<file path="src/rtl/fetch_unit_pkg.sv">
// Shared types and constants for the instruction fetch stage.
package fetch_unit_pkg;

  localparam logic [31:0] NOP_INST_DEF = 32'h0000_0013;

  typedef enum logic [1:0] {
    IDLE = 2'd0,
    REQ  = 2'd1,
    WAIT = 2'd2
  } fetch_state_e;

  typedef struct packed {
    logic [31:0] pc;
    logic [31:0] inst;
  } fetch_entry_t;

  function automatic logic [31:0] word_align(input logic [31:0] addr);
    return {addr[31:2], 2'b00};
  endfunction

endpackage

</file>
<file path="src/rtl/fetch_unit_if.sv">
// Instruction memory request/response bus between fetch (master) and memory (slave).
interface fetch_unit_if;
  logic        imem_req;
  logic [31:0] imem_addr;
  logic        imem_ack;
  logic        imem_rvalid;
  logic [31:0] imem_rdata;

  modport master (output imem_req, imem_addr, input imem_ack, imem_rvalid, imem_rdata);
  modport slave  (input imem_req, imem_addr, output imem_ack, imem_rvalid, imem_rdata);
endinterface

</file>
<file path="src/rtl/fetch_unit_fifo.sv">
// Small {pc,inst} buffer between memory responses and the decode-facing output register.
module fetch_fifo
  import fetch_unit_pkg::*;
#(
  parameter int DEPTH = 2,
  parameter int AW    = $clog2(DEPTH)
) (
  input  logic         clk,
  input  logic         rst,
  input  logic         flush,
  input  logic         push,
  input  logic         pop,
  input  fetch_entry_t din,
  output fetch_entry_t dout,
  output logic         full,
  output logic         empty,
  output logic [AW:0]  count
);

  localparam logic [AW:0] DEPTH_C = (AW + 1)'(DEPTH);

  fetch_entry_t   mem_r [DEPTH];
  logic [AW-1:0]  rd_ptr_r;
  logic [AW-1:0]  wr_ptr_r;
  logic [AW:0]    count_r;
  logic           push_ok_s;
  logic           pop_ok_s;

  assign empty     = (count_r == {(AW + 1){1'b0}});
  assign full      = (count_r == DEPTH_C);
  assign pop_ok_s  = pop & ~empty;
  assign push_ok_s = push & (~full | pop_ok_s);
  assign dout      = mem_r[rd_ptr_r];
  assign count     = count_r;

  // entry storage (data only, no reset needed)
  always_ff @(posedge clk) begin
    if (push_ok_s && !flush) begin
      mem_r[wr_ptr_r] <= din;
    end
  end

  // pointers and occupancy
  always_ff @(posedge clk) begin
    if (!rst || flush) begin
      rd_ptr_r <= {AW{1'b0}};
      wr_ptr_r <= {AW{1'b0}};
      count_r  <= {(AW + 1){1'b0}};
    end else begin
      if (push_ok_s) wr_ptr_r <= wr_ptr_r + AW'(1'b1);
      if (pop_ok_s)  rd_ptr_r <= rd_ptr_r + AW'(1'b1);
      case ({push_ok_s, pop_ok_s})
        2'b10:   count_r <= count_r + (AW + 1)'(1'b1);
        2'b01:   count_r <= count_r - (AW + 1)'(1'b1);
        default: count_r <= count_r;
      endcase
    end
  end

endmodule

</file>
<file path="src/rtl/fetch_unit.sv">
// IF stage: PC, single-outstanding fetch FSM, epoch-tagged responses and a buffered output register.
module fetch_unit
  import fetch_unit_pkg::*;
#(
  parameter logic [31:0] RESET_PC   = 32'h0000_0000,
  parameter logic [31:0] NOP_INST   = NOP_INST_DEF,
  parameter int          FIFO_DEPTH = 2
) (
  input  logic         clk,
  input  logic         rst,
  input  logic         redirect_valid,
  input  logic [31:0]  redirect_pc,
  input  logic         id_stall,
  fetch_unit_if.master imem,
  output logic [31:0]  if_inst,
  output logic [31:0]  if_pc,
  output logic         if_valid
);

  localparam int CW = $clog2(FIFO_DEPTH) + 1;
  localparam logic [CW-1:0] DEPTH_C = CW'(FIFO_DEPTH);

  fetch_state_e  state_r, state_next_s;
  logic [31:0]   pc_r;
  logic [31:0]   addr_r;
  logic          epoch_r;
  logic          tag_r;
  logic          drop_r;
  logic          enter_req_s;
  logic          resp_ok_s;
  logic          bypass_s;
  logic          push_s;
  logic          pop_s;
  logic          ack_s;
  logic [CW-1:0] cnt_next_s;
  logic [CW-1:0] fifo_count_s;
  logic          fifo_full_s;
  logic          fifo_empty_s;
  fetch_entry_t  fifo_head_s;

  assign imem.imem_req  = (state_r == REQ);
  assign imem.imem_addr = addr_r;
  assign ack_s          = (state_r == REQ) & imem.imem_ack;

  // A response is usable only if no redirect happened since its request was issued
  assign resp_ok_s = (state_r == WAIT) & imem.imem_rvalid & (tag_r == epoch_r) & ~drop_r & ~redirect_valid;
  assign pop_s     = ~redirect_valid & ~id_stall & ~fifo_empty_s;
  assign bypass_s  = ~redirect_valid & ~id_stall & fifo_empty_s & resp_ok_s;
  assign push_s    = resp_ok_s & ~bypass_s;

  fetch_fifo #(.DEPTH(FIFO_DEPTH)) u_fifo (
    .clk   (clk),
    .rst   (rst),
    .flush (redirect_valid),
    .push  (push_s),
    .pop   (pop_s),
    .din   ('{pc: addr_r, inst: imem.imem_rdata}),
    .dout  (fifo_head_s),
    .full  (fifo_full_s),
    .empty (fifo_empty_s),
    .count (fifo_count_s)
  );

  // buffer occupancy after this edge, used to decide back-to-back requests
  always_comb begin
    cnt_next_s = fifo_count_s;
    if (redirect_valid) begin
      cnt_next_s = {CW{1'b0}};
    end else begin
      case ({push_s, pop_s})
        2'b10:   cnt_next_s = fifo_count_s + CW'(1'b1);
        2'b01:   cnt_next_s = fifo_count_s - CW'(1'b1);
        default: cnt_next_s = fifo_count_s;
      endcase
    end
  end

  // fetch FSM next state
  always_comb begin
    state_next_s = state_r;
    enter_req_s  = 1'b0;
    case (state_r)
      IDLE: begin
        if (!fifo_full_s) begin
          state_next_s = REQ;
          enter_req_s  = 1'b1;
        end else begin
          state_next_s = IDLE;
        end
      end
      REQ: begin
        if (imem.imem_ack) state_next_s = WAIT;
        else               state_next_s = REQ;
      end
      WAIT: begin
        if (imem.imem_rvalid && (cnt_next_s < DEPTH_C)) begin
          state_next_s = REQ;
          enter_req_s  = 1'b1;
        end else if (imem.imem_rvalid) begin
          state_next_s = IDLE;
        end else begin
          state_next_s = WAIT;
        end
      end
      default: state_next_s = IDLE;
    endcase
  end

  // PC, epoch and request bookkeeping
  always_ff @(posedge clk) begin
    if (!rst) begin
      state_r <= IDLE;
      pc_r    <= RESET_PC;
      addr_r  <= RESET_PC;
      epoch_r <= 1'b0;
      tag_r   <= 1'b0;
      drop_r  <= 1'b0;
    end else begin
      state_r <= state_next_s;
      if (redirect_valid) begin
        epoch_r <= ~epoch_r;
        pc_r    <= word_align(redirect_pc);
      end else if (ack_s) begin
        pc_r    <= pc_r + 32'd4;
      end
      if (ack_s) tag_r <= epoch_r;
      // a request launched this edge already targets the redirect address
      if (enter_req_s) begin
        addr_r <= redirect_valid ? word_align(redirect_pc) : pc_r;
        drop_r <= 1'b0;
      end else if (redirect_valid && state_r != IDLE) begin
        drop_r <= 1'b1;
      end
    end
  end

  // decode-facing output register with FIFO-empty bypass
  always_ff @(posedge clk) begin
    if (!rst) begin
      if_valid <= 1'b0;
      if_inst  <= NOP_INST;
      if_pc    <= 32'h0000_0000;
    end else if (redirect_valid) begin
      if_valid <= 1'b0;
      if_inst  <= NOP_INST;
    end else if (!id_stall) begin
      if (!fifo_empty_s) begin
        if_valid <= 1'b1;
        if_inst  <= fifo_head_s.inst;
        if_pc    <= fifo_head_s.pc;
      end else if (bypass_s) begin
        if_valid <= 1'b1;
        if_inst  <= imem.imem_rdata;
        if_pc    <= addr_r;
      end else begin
        if_valid <= 1'b0;
        if_inst  <= NOP_INST;
      end
    end
  end

endmodule
</file>
<file path="src/flat_wrapper.sv">
// flat-port wrapper written by rule: the top's interface ports become plain ports
module fetch_unit_flat import fetch_unit_pkg::*;
#(
  parameter logic [31:0] RESET_PC   = 32'h0000_0000,
  parameter logic [31:0] NOP_INST   = NOP_INST_DEF,
  parameter int          FIFO_DEPTH = 2
)
  (clk, rst, redirect_valid, redirect_pc, id_stall, if_inst, if_pc, if_valid, imem_imem_req, imem_imem_addr, imem_imem_ack, imem_imem_rvalid, imem_imem_rdata);
  fetch_unit_if imem_i ();
  input  logic clk;
  input  logic rst;
  input  logic redirect_valid;
  input  logic [31:0] redirect_pc;
  input  logic id_stall;
  output logic [31:0] if_inst;
  output logic [31:0] if_pc;
  output logic if_valid;
  output wire logic [$bits(imem_i.imem_req)-1:0] imem_imem_req;
  output wire logic [$bits(imem_i.imem_addr)-1:0] imem_imem_addr;
  input wire logic [$bits(imem_i.imem_ack)-1:0] imem_imem_ack;
  input wire logic [$bits(imem_i.imem_rvalid)-1:0] imem_imem_rvalid;
  input wire logic [$bits(imem_i.imem_rdata)-1:0] imem_imem_rdata;
  assign imem_imem_req = imem_i.imem_req;
  assign imem_imem_addr = imem_i.imem_addr;
  assign imem_i.imem_ack = imem_imem_ack;
  assign imem_i.imem_rvalid = imem_imem_rvalid;
  assign imem_i.imem_rdata = imem_imem_rdata;
  fetch_unit #(.RESET_PC(RESET_PC), .NOP_INST(NOP_INST), .FIFO_DEPTH(FIFO_DEPTH)) u_core (.clk(clk), .rst(rst), .redirect_valid(redirect_valid), .redirect_pc(redirect_pc), .id_stall(id_stall), .imem(imem_i), .if_inst(if_inst), .if_pc(if_pc), .if_valid(if_valid));
endmodule
</file>
<file path="config.mk">
export PLATFORM = sky130hd
export DESIGN_NAME = fetch_unit_flat
export DESIGN_NICKNAME = d
export VERILOG_FILES = /design/src/rtl/fetch_unit_pkg.sv /design/src/rtl/fetch_unit_if.sv /design/src/rtl/fetch_unit_fifo.sv /design/src/rtl/fetch_unit.sv /design/src/flat_wrapper.sv
export SDC_FILE = /design/constraint.sdc
export NUM_CORES = 1
export LEC_CHECK = 0
export ABC_AREA = 0
export CAP_MARGIN = 20
export CORE_MARGIN = 8
export CORE_UTILIZATION = 50
export DETAILED_ROUTE_END_ITERATION = 12
export PLACE_DENSITY = 0.75
export SYNTH_ARGS = -nofsm -noshare
export SYNTH_HDL_FRONTEND = slang
export SYNTH_HIERARCHICAL = 1
export SYNTH_SLANG_ARGS = --single-unit
</file>
<file path="constraint.sdc">
create_clock -name clk -period 11.3 [get_ports clk]
set_clock_uncertainty 0.1 [all_clocks]
set_input_delay 2.26 -clock clk [delete_from_list [all_inputs] [get_ports clk]]
set_output_delay 2.26 -clock clk [all_outputs]
set_load 0.01 [all_outputs]
</file>
==> results summary <==
The number of primary I/O pins came out at approximately 170. The path class of the tightest hold or removal check is reg -> reg. The hold buffer count at CTS came out at 0.

The reported max-cap violation count came out at 0. The count of inserted antenna diode cells came out at 0. The register-to-register setup slack came out at between 7 and 8 ns. The overall die area is 27300 µm². Row generation in the floorplan step produced 54 rows. The cell count of the worst reg-to-reg path is 9. In the synthesized netlist the dominant register cell turns out to be sky130_fd_sc_hd__dfxtp_1. The final instance area is around 14000 µm². In this run the number of cells on the critical path is 12. The maximum clock insertion buffer count is 3.

STA classifies the critical path startpoint as a primary input. The post-CTS repair timing setup buffer count came out at 0. The antenna violation net count after detailed routing is 0. Counting both buffers and inverters, the worst setup path holds a total of 3. The clock-pin slew reported for the worst setup and hold paths after clock tree synthesis came out at about 0.060 ns.

The synthesized flop and latch total came out at between 200 and 300. The maximum fanout encountered on the critical timing path is between 60 and 70. The proportion of synthesized flip-flops having asynchronous set or reset is 0%. The area share of xor/xnor cells in the synthesized design came out at 0.865%. The final hold violation count is 0. The static leakage power came out at slightly above 5 nW. The critical path class is in -> reg. The clock insertion delay at the later pin of the skew report came out at about 0.53 ns. In the post-synthesis netlist, the biggest area contributors are sky130_fd_sc_hd__edfxtp_1, sky130_fd_sc_hd__dfxtp_1, sky130_fd_sc_hd__mux2_2.

The first global-routing pass estimated about 42 mm of wire. The number of antenna violations at the first check in global routing is 0. Setup repair after global routing left no endpoint under its margin. The width of the die is 165 µm.

The simple-gate portion of the synthesized area is between 10 and 15%. The number of clock sinks is 263. The top-area cell type share of the netlist area came out at ~35%. TritonCTS built the clock tree.

The remaining routing DRC violations is 0. In the finished design, the share of the clock period the worst path needs comes to a little under half. The portion of the post-synthesis area used by sequential elements is between 50% and 60%.

At the end of routability-driven placement, the weighted congestion stood at just under 0.8. The proportion of layout cells with a drive suffix above 1 is 15.9%. In this run the tool buffered the top-level ports with 163 buffer cells.

The number of vias per cell after detailed routing came out at ~5.6. The residual overflow from global routing came out at 0. The fmax came out at approximately 190 MHz. The pin slew with the least headroom to its limit came out at 1.02 ns. The number of global-route vias before repair is about 7500.

Summed over all nets, the half-perimeter wirelength after detailed placement is 17.2 mm. The highest cell delay on the worst timing path is approximately 0.57 ns. The warning count from the yosys run came out at 6. The hold slack is 0.360 ns. The number of buffers created by CTS came out at 28. In this run the cell area measured after placement is between 10000 and 15000 µm². The number of different library cells in the post-synthesis netlist is between 50 and 60.

Among all cell types in the netlist, the one instantiated most often is sky130_fd_sc_hd__dfxtp_1. In this run the worst setup path begins at redirect_valid. The post-synthesis average cell area is roughly 12 µm². The dominant delay contributor by cell family on the critical path is simple AND/OR/NAND/NOR gates. The flow ran to the end, and the final reports show no timing, DRC or antenna violations. The number of detailed-routing iterations run before antenna repair came out at 5. The final setup TNS is 0 ns. The number of violations reported at the end of detailed-routing iteration 0 is 610. Sorting the synthesized cells by how often they occur yields sky130_fd_sc_hd__dfxtp_1, sky130_fd_sc_hd__edfxtp_1, sky130_fd_sc_hd__mux2_2, sky130_fd_sc_hd__nand2_1, sky130_fd_sc_hd__nand3_1.

The tree is rooted in a sky130_fd_sc_hd__clkbuf_16. Measured along the y axis, the die boundary spans around 170 µm. The critical path ends at u_core/imem.imem_addr[19]$_SDFFE_PN0P_. In this run the critical register-to-register path is captured at u_core/imem.imem_addr[19]$_SDFFE_PN0P_. The worst path needs 5.29 ns of the cycle, external delays included. Setup violations remaining at the end of the flow were counted as 0. In this run, post-CTS repair resized a total of 0 instances.

The complex-gate fraction of the synthesized area came out at 10.9%. The total via count in the routed design is about 7800. The worst hold path passes through 2 cells.

The synthesized-area fraction occupied by adder cells came out at 0.225%. The number of instances in the synthesized netlist came out at between 900 and 1000. The global-route total usage across every layer is 19.0%.

The core region area came out at between 20000 and 25000 µm². The largest individual stage delay along the critical path comes from the cell sky130_fd_sc_hd__buf_4. The relative max-transition margin is a little under a third.

The most numerous cell type found on the critical path is sky130_fd_sc_hd__buf_4. Summed over all instances, the cell type with the most area after synthesis is sky130_fd_sc_hd__edfxtp_1. Summed over all layers, the routed wires come to about 27 mm. Walking the worst path, the cells encountered are buf_2, buf_4, nor4b_1, nand3_1, or2_2, ha_1, xor2_1, and4_1, nor4_4, buf_4, or3b_1, o211a_1.

The number of enable flip-flop cells after synthesis came out at ~130. The arrival time at the worst endpoint is 5.61 ns. The average routed wire per standard cell is 19.3 µm. The mux cell area share after synthesis is between 10% and 20%.

The largest family of logic cells by synthesized area is simple AND/OR/NAND/NOR gates. The launching point of the worst reg2reg path is u_core/u_fifo/count[1]$_SDFFE_PP0P_. In this run the number of H-tree levels came out at 1. The number of nets in the finished design is 1157. The summed instance area of the synthesized netlist came out at 11100 µm². In this run the power density over the cells is between 150 and 200 nW/µm². The synthesis-to-layout area growth came out at 24.7%. The required time of the critical path is between 10 and 15 ns. The starting utilization of the core area came out at slightly above 50%. STA classifies the critical path endpoint as a flip-flop. The final-report max-slew violation count came out at 0. The maximum number of pins on one net before global-route repair is 88. The largest vdd supply drop came out at approximately 90 µV.
[cells in the final DEF, fill, tap and decap left out, types with 4 or more instances in the layout]
cell type,count
sky130_fd_sc_hd__nand3b_1,8
sky130_fd_sc_hd__nor3_1,38
sky130_fd_sc_hd__nor2b_1,42
sky130_fd_sc_hd__clkbuf_16,29
sky130_fd_sc_hd__nand3_1,54
sky130_fd_sc_hd__clkbuf_1,10
sky130_fd_sc_hd__a21boi_1,6
sky130_fd_sc_hd__mux2_2,101
sky130_fd_sc_hd__o22ai_1,4
sky130_fd_sc_hd__mux2i_1,11
sky130_fd_sc_hd__nand2b_1,5
sky130_fd_sc_hd__xor2_1,6
sky130_fd_sc_hd__edfxtp_1,128
sky130_fd_sc_hd__o21ai_0,50
sky130_fd_sc_hd__xnor2_1,5
sky130_fd_sc_hd__and4_1,4
sky130_fd_sc_hd__dfxtp_1,134
sky130_fd_sc_hd__conb_1,6
sky130_fd_sc_hd__nor2_1,19
sky130_fd_sc_hd__nand2_1,89
sky130_fd_sc_hd__a21boi_0,11
sky130_fd_sc_hd__buf_4,15
sky130_fd_sc_hd__nand4_1,13
sky130_fd_sc_hd__inv_1,10
sky130_fd_sc_hd__a21oi_1,12
sky130_fd_sc_hd__clkbuf_8,6
sky130_fd_sc_hd__o21a_1,6
sky130_fd_sc_hd__and2_1,6
sky130_fd_sc_hd__clkdlybuf4s50_1,160
sky130_fd_sc_hd__o31a_1,6
sky130_fd_sc_hd__a221oi_1,29
sky130_fd_sc_hd__o211a_1,31
[where the power goes]
| group | internal, W | switching (W) | total, W |
|---|---|---|---|
| clock network | 0.000579 | 0.000357 | 0.000937 |
| registers | 0.00102 | 0.0000290 | 0.00105 |
| logic | 0.0000851 | 0.0000783 | 0.000163 |
| total | 0.00169 | 0.000465 | 0.00215 |
[how the worst min path moves through the flow]
stage,from,to
floorplan,u_core/tag_r$_SDFFE_PN0P_,u_core/tag_r$_SDFFE_PN0P_
detailed placement,u_core/if_pc[0]$_SDFFE_PN0P_,u_core/if_pc[0]$_SDFFE_PN0P_
global placement,u_core/if_pc[1]$_SDFFE_PN0P_,u_core/if_pc[1]$_SDFFE_PN0P_
global route,u_core/if_pc[0]$_SDFFE_PN0P_,u_core/if_pc[0]$_SDFFE_PN0P_
CTS,u_core/if_pc[0]$_SDFFE_PN0P_,u_core/if_pc[0]$_SDFFE_PN0P_
finish,u_core/if_pc[0]$_SDFFE_PN0P_,u_core/if_pc[0]$_SDFFE_PN0P_
[worst register-to-register path, stage by stage, from the launching register on]
cell                      delay [ns]
sky130_fd_sc_hd__dfxtp_1        0.56
sky130_fd_sc_hd__nor2_4         0.12
sky130_fd_sc_hd__nor3_1         0.80
sky130_fd_sc_hd__ha_1           0.31
sky130_fd_sc_hd__xor2_1         0.18
sky130_fd_sc_hd__a21oi_1        0.13
sky130_fd_sc_hd__nor4_4         0.26
sky130_fd_sc_hd__buf_4          0.57
sky130_fd_sc_hd__or3b_1         0.43
sky130_fd_sc_hd__o211a_1        0.13
[state kept, by name (all words and copies together) (netlist names), named ones only]
register and count:
u_core/state_r 2, u_core/imem.imem_addr 30, u_core/if_inst 32, u_core/drop_r 1, u_core/if_pc 32, u_core/pc_r 30, u_core/u_fifo/wr_ptr_r 1, u_core/epoch_r 1
u_core/u_fifo/count 2, u_core/if_valid 1, u_core/u_fifo/rd_ptr_r 1, u_core/u_fifo/mem_r 128, u_core/tag_r 1
[cells by family after synthesis]
group	after synthesis
and+or+nand+nor	305
DFF	263
AOI/OAI and AO/OA	166
muxes	114
buffers and inverters	78
xor gates and xnor gates	11
adders and majority gates	2
other	1
[cell type report]
class                      count  area [µm²]
multi-input combinational    604        4270
timing repair buffer         177        1720
sequential                   263        6550
fill                        1711        7930
tap                          280         350
inverter                      11        41.3
clock inverter                 7         116
clock buffer                  45         846
[metal layers]
metal  wire [µm]  part of all wire, %  global-route usage [%]  up-vias
li1            -                    -                       -     3787
met1       12000                   45                    25.9     3773
met2       12800                   48                    31.2      201
met3        1550                  5.8                    3.32       28
met4         353                  1.3                    4.38        0
met5           0                    0                       0        -
[through the flow]
stage,utilization (%),worst slack [ns],power [W],cells
global placement,59.3,5.55,0.00123,1335
CTS,63.7,6.06,0.00218,1387
global route,63.7,5.79,0.00223,1387
finish,63.7,6.01,0.00215,1387
detailed placement,59.3,5.53,0.00124,1335
floorplan,-,2.84,0.00115,945
(Power assumes the default switching activity.)
